`config.mk`:
```
export PLATFORM = sky130hd
export DESIGN_NAME = fft_source_peak
export DESIGN_NICKNAME = d
export VERILOG_FILES = /design/src/rtl/fft_source_peak.sv
export SDC_FILE = /design/constraint.sdc
export NUM_CORES = 1
export LEC_CHECK = 0
export CAP_MARGIN = 20
export CORE_AREA = 3 3 181 183
export DETAILED_ROUTE_END_ITERATION = 10
export DIE_AREA = 0 0 184 186
export GPL_TIMING_DRIVEN = 0
export PLACE_DENSITY = 0.88
export SLEW_MARGIN = 20
export SYNTH_ARGS = -nofsm -noshare
export SYNTH_HDL_FRONTEND = slang
export SYNTH_SLANG_ARGS = --single-unit
```
`constraint.sdc`:
```
create_clock -name clk -period 8.3 [get_ports clk]
set_input_delay 1.66 -clock clk [delete_from_list [all_inputs] [get_ports clk]]
set_output_delay 1.66 -clock clk [all_outputs]
set_load 0.05 [all_outputs]
```
`src/rtl/fft_source_peak.sv`:
```
// Avalon-ST consumer for the FFT source port: checks SOP/EOP framing and
// reports the peak-magnitude bin of each good frame.
module fft_source_peak #(
  parameter int DW      = 14,
  parameter int NPTS    = 1024,
  parameter int IDXW    = 10,
  parameter int HALF    = 1,
  parameter int SKIP_DC = 1
) (
  input  logic                 clk,
  input  logic                 reset_n,
  input  logic                 source_valid,
  input  logic                 source_sop,
  input  logic                 source_eop,
  input  logic [1:0]           source_error,
  input  logic [DW-1:0]        source_real,
  input  logic [DW-1:0]        source_imag,
  output logic                 source_ready,
  output logic                 peak_valid,
  output logic [IDXW-1:0]      peak_bin,
  output logic [2*DW-1:0]      peak_mag,
  output logic                 err_pulse,
  output logic [1:0]           err_code,
  output logic [15:0]          frame_count
);

  // state   | meaning
  // IDLE    | waiting for SOP; non-SOP beats are dropped
  // COLLECT | accumulating bins 1..NPTS-1, tracking the running maximum
  // REPORT  | one cycle of backpressure while the peak is published
  typedef enum logic [1:0] {S_IDLE, S_COLLECT, S_REPORT} state_t;

  localparam logic [IDXW-1:0] LAST_IDX = IDXW'(NPTS - 1);
  localparam logic [IDXW:0]   HALF_PTS = (IDXW + 1)'(NPTS / 2);

  state_t                r_state;
  logic [IDXW-1:0]       r_idx;
  logic [2*DW-1:0]       r_best_mag;
  logic [IDXW-1:0]       r_best_idx;
  logic                  r_ready;
  logic                  r_peak_valid;
  logic [IDXW-1:0]       r_peak_bin;
  logic [2*DW-1:0]       r_peak_mag;
  logic                  r_err_pulse;
  logic [1:0]            r_err_code;
  logic [15:0]           r_frame_count;

  state_t                w_state_nxt;
  logic [IDXW-1:0]       w_idx_nxt;
  logic [2*DW-1:0]       w_best_mag_nxt;
  logic [IDXW-1:0]       w_best_idx_nxt;
  logic                  w_err;
  logic [1:0]            w_err_code;
  logic                  w_good;
  logic                  w_eval;
  logic                  w_start;
  logic                  w_acc;
  logic [IDXW-1:0]       w_bin;
  logic                  w_cand;
  logic signed [2*DW-1:0] w_re_ext;
  logic signed [2*DW-1:0] w_im_ext;
  logic signed [2*DW-1:0] w_re2;
  logic signed [2*DW-1:0] w_im2;
  logic [2*DW-1:0]       w_mag;

  assign w_acc    = source_valid && r_ready;
  // Squares are sign-extended to the full width first so the product is exact.
  assign w_re_ext = {{DW{source_real[DW-1]}}, source_real};
  assign w_im_ext = {{DW{source_imag[DW-1]}}, source_imag};
  assign w_re2    = w_re_ext * w_re_ext;
  assign w_im2    = w_im_ext * w_im_ext;
  assign w_mag    = $unsigned(w_re2) + $unsigned(w_im2);

  assign w_bin  = w_start ? '0 : r_idx;
  assign w_cand = ((HALF == 0) || ({1'b0, w_bin} < HALF_PTS)) &&
                  ((SKIP_DC == 0) || (w_bin != '0));

  always_comb begin
    w_state_nxt    = r_state;
    w_idx_nxt      = r_idx;
    w_best_mag_nxt = r_best_mag;
    w_best_idx_nxt = r_best_idx;
    w_err          = 1'b0;
    w_err_code     = 2'd0;
    w_good         = 1'b0;
    w_eval         = 1'b0;
    w_start        = 1'b0;
    case (r_state)
      S_IDLE: begin
        if (w_acc && source_sop) begin
          if (source_eop && (NPTS != 1)) begin
            w_err      = 1'b1;
            w_err_code = 2'd2;
          end else if (source_eop) begin
            w_eval      = 1'b1;
            w_start     = 1'b1;
            w_good      = 1'b1;
            w_state_nxt = S_REPORT;
          end else begin
            w_eval      = 1'b1;
            w_start     = 1'b1;
            w_idx_nxt   = IDXW'(1);
            w_state_nxt = S_COLLECT;
          end
        end
      end
      S_COLLECT: begin
        if (w_acc) begin
          if (source_error != 2'd0) begin
            w_err       = 1'b1;
            w_err_code  = 2'd3;
            w_state_nxt = S_IDLE;
          end else if (source_sop) begin
            w_err      = 1'b1;
            w_err_code = 2'd1;
            w_eval     = 1'b1;
            w_start    = 1'b1;
            w_idx_nxt  = IDXW'(1);
          end else if (r_idx == LAST_IDX) begin
            if (source_eop) begin
              w_eval      = 1'b1;
              w_good      = 1'b1;
              w_state_nxt = S_REPORT;
            end else begin
              w_err       = 1'b1;
              w_err_code  = 2'd2;
              w_state_nxt = S_IDLE;
            end
          end else if (source_eop) begin
            w_err       = 1'b1;
            w_err_code  = 2'd2;
            w_state_nxt = S_IDLE;
          end else begin
            w_eval    = 1'b1;
            w_idx_nxt = r_idx + 1'b1;
          end
        end
      end
      S_REPORT: w_state_nxt = S_IDLE;
      default:  w_state_nxt = S_IDLE;
    endcase
    // A new frame clears the running maximum before its first bin is scored.
    if (w_start) begin
      w_best_mag_nxt = '0;
      w_best_idx_nxt = '0;
    end
    if (w_eval && w_cand && (w_mag > w_best_mag_nxt)) begin
      w_best_mag_nxt = w_mag;
      w_best_idx_nxt = w_bin;
    end
  end

  always_ff @(posedge clk or negedge reset_n) begin
    if (!reset_n) begin
      r_state       <= S_IDLE;
      r_idx         <= '0;
      r_best_mag    <= '0;
      r_best_idx    <= '0;
      r_ready       <= 1'b0;
      r_peak_valid  <= 1'b0;
      r_peak_bin    <= '0;
      r_peak_mag    <= '0;
      r_err_pulse   <= 1'b0;
      r_err_code    <= 2'd0;
      r_frame_count <= '0;
    end else begin
      r_state      <= w_state_nxt;
      r_idx        <= w_idx_nxt;
      r_best_mag   <= w_best_mag_nxt;
      r_best_idx   <= w_best_idx_nxt;
      r_ready      <= (w_state_nxt != S_REPORT);
      r_peak_valid <= w_good;
      r_err_pulse  <= w_err;
      if (w_good) begin
        r_peak_bin    <= w_best_idx_nxt;
        r_peak_mag    <= w_best_mag_nxt;
        r_frame_count <= r_frame_count + 16'd1;
      end
      if (w_err) r_err_code <= w_err_code;
    end
  end

  assign source_ready = r_ready;
  assign peak_valid   = r_peak_valid;
  assign peak_bin     = r_peak_bin;
  assign peak_mag     = r_peak_mag;
  assign err_pulse    = r_err_pulse;
  assign err_code     = r_err_code;
  assign frame_count  = r_frame_count;

endmodule

```
After elaboration in Yosys (flattened, before gate mapping)
Index checks and enable logic that the tools add are counted.
Widths: inputs -> output; s select.
{ "word_totals": {"reg_bits": 109, "input_bits": 35, "elab_cells": 89} }
{ "classes": {"addsub": 3, "multipliers": 2, "n_lt_le_gt_ge": 2, "n_eq_ne": 9, "muxes": 52, "reduce_logical": 10} }
{ "op_table": {"columns": ["cell", "n"], "rows": [
  ["$mux 10", 10],
  ["$mul 14x14->28", 2],
  ["$mux 28", 2],
  ["$add 28x28->28", 1],
  ["$gt 28x28->1", 1],
  ["$mux 2", 14],
  ["$mux 1", 20],
  ["$pmux 10 s2", 1],
  ["$add 16x1->16 const B", 1],
  ["$add 10x1->10 const B", 1],
  ["$eq 10x10->1 const B", 1],
  ["$lt 10x10->1 const B", 1],
  ["$ne 2x2->1 const B", 5],
  ["$reduce_bool 10->1", 1],
  ["$pmux 2 s2", 2],
  ["$reduce_and 7->1", 1],
  ["$ne 3x3->1 const B", 2],
  ["$pmux 1 s2", 3],
  ["$logic_and 1x1->1", 5],
  ["$reduce_bool 2->1", 2],
  ["$eq 2x1->1 const B", 1],
  ["$logic_not 2->1", 1]
]} }

Longest topological paths before layout
Gate-level depths: netlist (run 1).
{ "depth": {"word_depth": 10, "mapped_depth": 37, "ltp_nobuf": 33} }

Worst setup path after synthesis (run 1)
No wires, ideal clock.
{ "synth_timing": {"path_kind": "input-to-reg", "from": "input source_imag[4]", "to": "register r_peak_mag[13], in the netlist peak_mag[13]", "setup_ns": 0.125, "arrival_time_ns": 9.530, "required_time_ns": 8.175, "path_slack_ns": -1.354, "stages": 32, "n_path_buf": 3, "cell_sequence": "clkbuf_1 > clkbuf_1 > nand2_1 > fa_1 > inv_1 > fa_1 > fa_1 > inv_1 > fa_1 > inv_1 > fa_1 > fa_1 > fa_1 > ha_1 > ha_1 > o21a_1 > o31a_1 > o31ai_1 > a21boi_0 > o21ai_0 > nand2b_1 > xnor2_1 > inv_1 > ha_1 > nand4_1 > nor4b_1 > a21boi_0 > o41ai_1 > a21oi_4 > buf_6 > mux2_2 > mux2_2"} }
{ "synth_via": {"elab_chain_cells": 5} }
{ "synth_rtl": {"columns": ["item", "line_no", "text"], "rows": [
  ["from (decl)", "17", "input logic [DW-1:0] source_imag,"],
  ["$mul 14x14->28 *", "71", "assign w_im2 = w_im_ext * w_im_ext;"],
  ["$add 28x28->28 *", "72", "assign w_mag = $unsigned(w_re2) + $unsigned(w_im2);"],
  ["$gt 28x28->1", "147", "if (w_eval && w_cand && (w_mag > w_best_mag_nxt)) begin"],
  ["$logic_and 1x1->1", "147", null],
  ["$mux 28 *", "147", null],
  ["net w_best_mag_nxt[13]", "50", "logic [2*DW-1:0] w_best_mag_nxt;"],
  ["to (signal assigned)", "176", "r_peak_mag <= w_best_mag_nxt;"],
  ["to (decl)", "43", "logic [2*DW-1:0] r_peak_mag;"]
]} }
Mark *: on every way through the listed nets, which the timed path passes. The rest lies on a longest branch.
A chain may end at the register's enable or synchronous reset.

Worst setup path in the final report (run 1)
{ "layout_timing": {"from": "input source_real[3]", "to": "register r_peak_mag[8], in the netlist peak_mag[8]"} }
{ "layout_via": {"elab_chain_cells": 5} }
{ "layout_rtl": {"columns": ["item", "line_no", "text"], "rows": [
  ["from (decl)", "16", "input logic [DW-1:0] source_real,"],
  ["$mul 14x14->28 *", "70", "assign w_re2 = w_re_ext * w_re_ext;"],
  ["$add 28x28->28 *", "72", null],
  ["$gt 28x28->1", "147", null],
  ["$logic_and 1x1->1", "147", null],
  ["$mux 28 *", "147", null],
  ["net w_best_mag_nxt[8]", "50", null]
]} }
Marked as above.

==> impl_metrics.toml, run 1 <==
[global_route]
grtUsageTotal = 0.296
globalRouteOverflowTotal = 0
grt_max_degree = 82
grt_pass1_vias = 15522
grt_antenna_before_repair = 0
grt_pass1_wl_um = 79900

[timing]
fmax_ghz = 0.0995
fin_crit_sh = 1.21
setup_ws_ns = -1.75
rsz0062_at_grt = "true"
timing.hold.ws_ns = 0.480
maxSlewViolCount = 0
fin_worst_skew_ns = 0.00695
maxSlewHeadroom = 0.437
post-route-min-period_ns = 10.05
worstMarginPinSlew_ns = 0.844
finalHoldViolCount = 0
setup_violations = 76

[drt]
wl_per_cell_um = 23.0
vias = 14727
wl_um = 57000
via_per_inst = 5.94
ant_nets = 0
dr.pass1.iters = 6
drtIter0Drc = 1201
drc = 0

[clock_network]
h-tree-depth = 3
clock_path_buffers = 2
cts_tree = "yes"
clkTransAtPathRegs_ns = 0.07
clk_latency_ns = 0.35
root_buffer = "clkbuf_16"
numCtsBuffers = 9
clkSinkCount = 109
ctsHoldBuffers = 0

[critical_path]
critPathMaxStageDelay_ns = 0.56
critical_path_class = "primary input to flop"
slowest_stage = "fa_2"
crit_top_cell = "fa_1"
crit_arrival_ns = 10.29
startpoint_type = "primary input"
required_ns = 8.54
path_max_fanout = 6
end_kind = "flop"

[cells_and_area]
antennaDiodeCount = 0
drive_gt1_frac = 0.214
syn2layout_area_growth_pct = 24.1
layout.nets = 2658

[die]
start_util = 0.598
core.rowCount = 65
die_w_um = 184
boundaryPins = 94
die_h_um = 186
fp.coreArea_um2 = 31400
dieArea_um2 = 34200

[place]
io_buffers = 91
place_hpwl_um = 38200
gp_congestion = 0.938

[yosys]
ys_seq_elements = 109
syn_inst = 1853
synthArstFlopShare = 1.00
ys_warn_count = 0
netlist_area_um2 = 18800
synth-edff-count = 0
yosysSeqAreaShare = 0.145
synth.avg_cell_area_um2 = 10.1
ys_types = 58
synth_flop_cell = "dfrtp_1"
syn_nets = 2439

[run_status]
failed_checks = "negative setup slack"
outcome = "finished with violations"

[min_path]
min_path_type = "flop to flop"

[run]
drv_cap = 0
sequential cells by signal, indices dropped and copies added (netlist names):
name and count:
peak_mag 28, r_best_mag 28, frame_count 16, peak_bin 10, r_best_idx 10, r_idx 10, err_code 2, r_state 2
err_pulse 1, peak_valid 1, source_ready 1
cell usage after synthesis (18+ instances only):
master	n	area [um2]
clkbuf_1	43	161
nor2_1	72	270
nor2b_1	24	150
nand4_1	19	119
xor2_1	18	158
dfrtp_1	109	2730
inv_1	449	1690
fa_1	397	7950
mux2_2	43	484
nand2_1	157	589
and2_1	99	619
o21ai_0	27	135
a21oi_1	26	130
xnor2_1	56	490
ha_1	154	1930
worst max-delay path: cells and delay by family:
family	cells	cell delay, ns
adder cells (fa/ha/maj)	10	4.29
buffers and inverters	8	0.96
AO/OA/AOI/OAI	11	2.23
multiplexers	2	0.60
AND/OR/NAND/NOR	2	0.30
XOR/XNOR	1	0.19
metal layers:
metal	GRT usage	routed length [um]	vias to the layer above
met1	0.373	19800	7391
li1	-	-	6032
met4	0.107	3680	0
met5	0	0	-
met3	0.0551	4890	319
met2	0.516	28600	985
placed cells by master, fill, tap and decap left out, types with 10 or more instances in the layout:
master	Yosys	routed
mux2_2	43	18
clkbuf_8	0	15
mux2_4	0	25
xnor2_1	56	52
inv_1	449	428
clkdlybuf4s50_1	0	64
nor2_1	72	60
and2_1	99	85
a21oi_1	26	18
buf_12	1	10
buf_4	1	104
buf_8	1	11
xor2_1	18	15
and2_4	0	14
o21ai_0	27	17
o21ai_1	9	15
ha_4	0	31
fa_2	0	30
buf_6	1	17
nand2_2	0	12
fa_1	397	367
nand2_1	157	138
nand4_1	19	19
and3_1	15	12
dfrtp_1	109	109
clkbuf_16	0	22
ha_1	154	120
nor2b_1	24	23
inv_2	2	16
mux2i_4	0	15
final cells by class:
class                      count  area (um2)
clock inverter                 4        32.5
tap                          402         503
multi-input combinational   1243       15400
sequential                   109        2730
buffer                        50         703
fill                        1769        8120
clock buffer                  11         243
timing repair buffer         208        1940
inverter                     451        1720
worst paths after layout:
path / from / to / slack [ns] / depth (start not counted)
setup reg to reg: source_ready$_DFF_PN0_ / peak_mag[8]$_DFFE_PN0P_ / 3.35 / 18
min in group asynchronous: reset_n / frame_count[8]$_DFFE_PN0P_ / 1.17 / 1
setup / recovery: source_real[3] / peak_mag[8]$_DFFE_PN0P_ / -1.75 / 34
hold / removal: frame_count[15]$_DFFE_PN0P_ / frame_count[15]$_DFFE_PN0P_ / 0.48 / 1
max in group asynchronous: reset_n / r_idx[2]$_DFFE_PN0P_ / 6.46 / 2
hold reg to reg: frame_count[15]$_DFFE_PN0P_ / frame_count[15]$_DFFE_PN0P_ / 0.48 / 1
cell families after synthesis:
group / count (synthesis) / synth area share
AOI/OAI and AO/OA: 127 / 0.0438
xor gates and xnor gates: 74 / 0.0345
adders and majority gates: 551 / 0.526
buffers and inverters: 501 / 0.102
DFF: 109 / 0.145
muxes: 60 / 0.0349
and+or+nand+nor: 431 / 0.113
repair_timing:
action | CTS | global route
pin swaps | 76 | 89
endpoints found under the setup margin | 76 | 76
gates resized for setup | 328 | 130
setup buffers | 74 | 41
gates cloned | 1 | 1
hold endpoints to repair | 0 | 0
stage by stage:
| step | area [um2] | std cells | setup slack, ns | util | setup TNS (ns) |
|---|---|---|---|---|---|
| 2_1_floorplan | 19100 | 1853 | -0.970 | - | -56.14 |
| 3_3_place_gp | 20500 | 2346 | -2.69 | 0.652 | -187.29 |
| 3_5_place_dp | 20500 | 2347 | -2.72 | 0.653 | -188.31 |
| 4_1_cts | 22300 | 2437 | -1.24 | 0.710 | -82.15 |
| 5_1_grt | 23300 | 2478 | -1.84 | 0.741 | -130.10 |
| 6_report | 23300 | 2478 | -1.75 | 0.741 | -122.51 |
Power of run 1 is not shown: default switching activity piles up to over one toggle a cycle in this logic, so the estimate is an artifact.
==> run 2: changes to the inputs <==
CORE_AREA = 2 2 180 182   (was 3 3 181 183)
DIE_AREA = 0 0 182 184   (was 0 0 184 186)
==> run 2 against run 1 <==
  * The run still ends with negative setup slack left
  * Clock-buffer cell count is 2 lower
  * Flip-flop and latch count stayed put
  * Global-route usage is 5.0 points higher
  * Fmax is 1.4% lower
  * Clock skew is 0.0092 ns higher
  * Die area is 2.2% lower
  * Non-clock buffer count is 20 higher
==> impl_metrics.toml, run 2 (synthesis gave the netlist of run 1 again) <==
[critical_path]
reg2reg_slack_ns = 3.21
path_max_fanout = 5
end_kind = "flop"
crit_arrival_ns = 10.40
slowest_stage = "fa_1"
r2r-end = "r_best_idx[8]$_DFF_PN0_"
crit_buf_inv = 11
crit_family = "adder cells"
critical_path_class = "primary input to flop"
crit_top_cell = "fa_1"
required_ns = 8.51
critPathMaxStageDelay_ns = 0.57
cp.depth = 35
startpoint_type = "primary input"
reg2regPathDepth = 18
rr_startpoint = "r_state[0]$_DFF_PN0_"

[cells_and_area]
layout_commonest_cell = "inv_1"
mostFrequentLayoutCells = "inv_1, fa_1, nand2_1"
drive_gt1_frac = 0.241
antennaDiodeCount = 0
syn2layout_area_growth_pct = 25.9
layout.nets = 2678

[drt]
vias = 15678
drc = 0
ant_nets = 0
dr.pass1.iters = 9
drtIter0Drc = 1701
via_per_inst = 6.27
wl_per_cell_um = 25.8
wl_um = 64600

[die]
fp.coreArea_um2 = 31400
core.rowCount = 65
dieArea_um2 = 33500
boundaryPins = 94
start_util = 0.598
die_h_um = 184
die_w_um = 182

[timing]
fmax_ghz = 0.0981
maxSlewViolCount = 0
fin_worst_skew_ns = 0.0161
tns_ns = -131.44
post-route-min-period_ns = 10.20
fin_crit_sh = 1.23
finalHoldViolCount = 0
timing.hold.ws_ns = 0.499
setup_violations = 76
maxSlewHeadroom = 0.395
setup_ws_ns = -1.90
rsz0062_at_grt = "true"
worstMarginPinSlew_ns = 0.907

[clock_network]
clkSinkCount = 109
root_buffer = "clkbuf_16"
clkTransAtPathRegs_ns = 0.08
numCtsBuffers = 9
ctsHoldBuffers = 0
clk_latency_ns = 0.36
h-tree-depth = 3
clock_path_buffers = 2
cts_tree = "yes"

[place]
place_hpwl_um = 38500
io_buffers = 91
gp_congestion = 0.937
post-place-ws_ns = -2.80

[global_route]
grt_antenna_before_repair = 0
grtUsageTotal = 0.346
grt_pass1_wl_um = 89600
grt_pass1_vias = 17043
globalRouteOverflowTotal = 0
grt_max_degree = 77

[min_path]
worstHoldStart = "frame_count[15]$_DFFE_PN0P_"
min_path_type = "flop to flop"
hold_path_depth = 1
min_to = "frame_count[15]$_DFFE_PN0P_"

[run_status]
outcome = "finished with violations"
failed_checks = "negative setup slack"

[run]
drv_cap = 0
-- run 2: worst max-delay path by stage --
| stage | start | slack (ns) | endpoint |
|---|---|---|---|
| 2_1_floorplan | source_real[1] | -0.97 | peak_mag[13]$_DFFE_PN0P_ |
| 3_3_place_gp | source_imag[7] | -2.66 | peak_mag[18]$_DFFE_PN0P_ |
| 3_5_place_dp | source_imag[0] | -2.80 | peak_mag[18]$_DFFE_PN0P_ |
| 4_1_cts | source_real[12] | -1.31 | peak_mag[12]$_DFFE_PN0P_ |
| 5_1_grt | source_real[3] | -2.07 | peak_bin[8]$_DFFE_PN0P_ |
| 6_report | source_real[3] | -1.90 | r_best_idx[8]$_DFF_PN0_ |
-- run 2: cell type report --
type,count,area (um2)
Sequential cell,109,2730
Timing Repair Buffer,229,2250
Tap cell,402,503
Clock buffer,9,225
Multi-Input combinational cell,1243,15500
Inverter,451,1710
Clock inverter,7,82.6
Buffer,49,646
Fill cell,1617,7770
-- run 2: repair_timing --
action,CTS,global route
setup buffers,100,30
resized for setup,363,154
endpoints found under the setup margin,76,76
pin swaps,101,101
gates cloned,5,2
-- run 2: worst reg2reg max path: stages, from the launching register on --
cell and delay (ns):
dfrtp_1 0.45, nor4b_1 0.19, nor2_1 0.18, or2_2 0.18, clkbuf_1 0.51, clkbuf_1 0.61, nand2_1 0.33, ha_4 0.37
nand4_1 0.20, nor4b_2 0.36, a21boi_2 0.33, o41ai_4 0.14, a21oi_4 0.17, buf_12 0.15, buf_12 0.13, buf_12 0.13
buf_16 0.15, mux2i_4 0.28, nor2_1 0.09
-- run 2: stage by stage --
step | cell area, um2 | util | std cells
2_1_floorplan | 19100 | - | 1853
3_3_place_gp | 20500 | 0.652 | 2346
3_5_place_dp | 20500 | 0.653 | 2347
4_1_cts | 22700 | 0.724 | 2468
5_1_grt | 23600 | 0.753 | 2499
6_report | 23600 | 0.753 | 2499
-- run 2: layer usage --
layer / share of wire / track usage / routed length, um
met5: 0 / 0 / 0
met4: 0.11 / 0.195 / 6900
met3: 0.096 / 0.0547 / 6190
met2: 0.48 / 0.611 / 30800
met1: 0.32 / 0.406 / 20600
Power of run 2 is left out for the same reason.
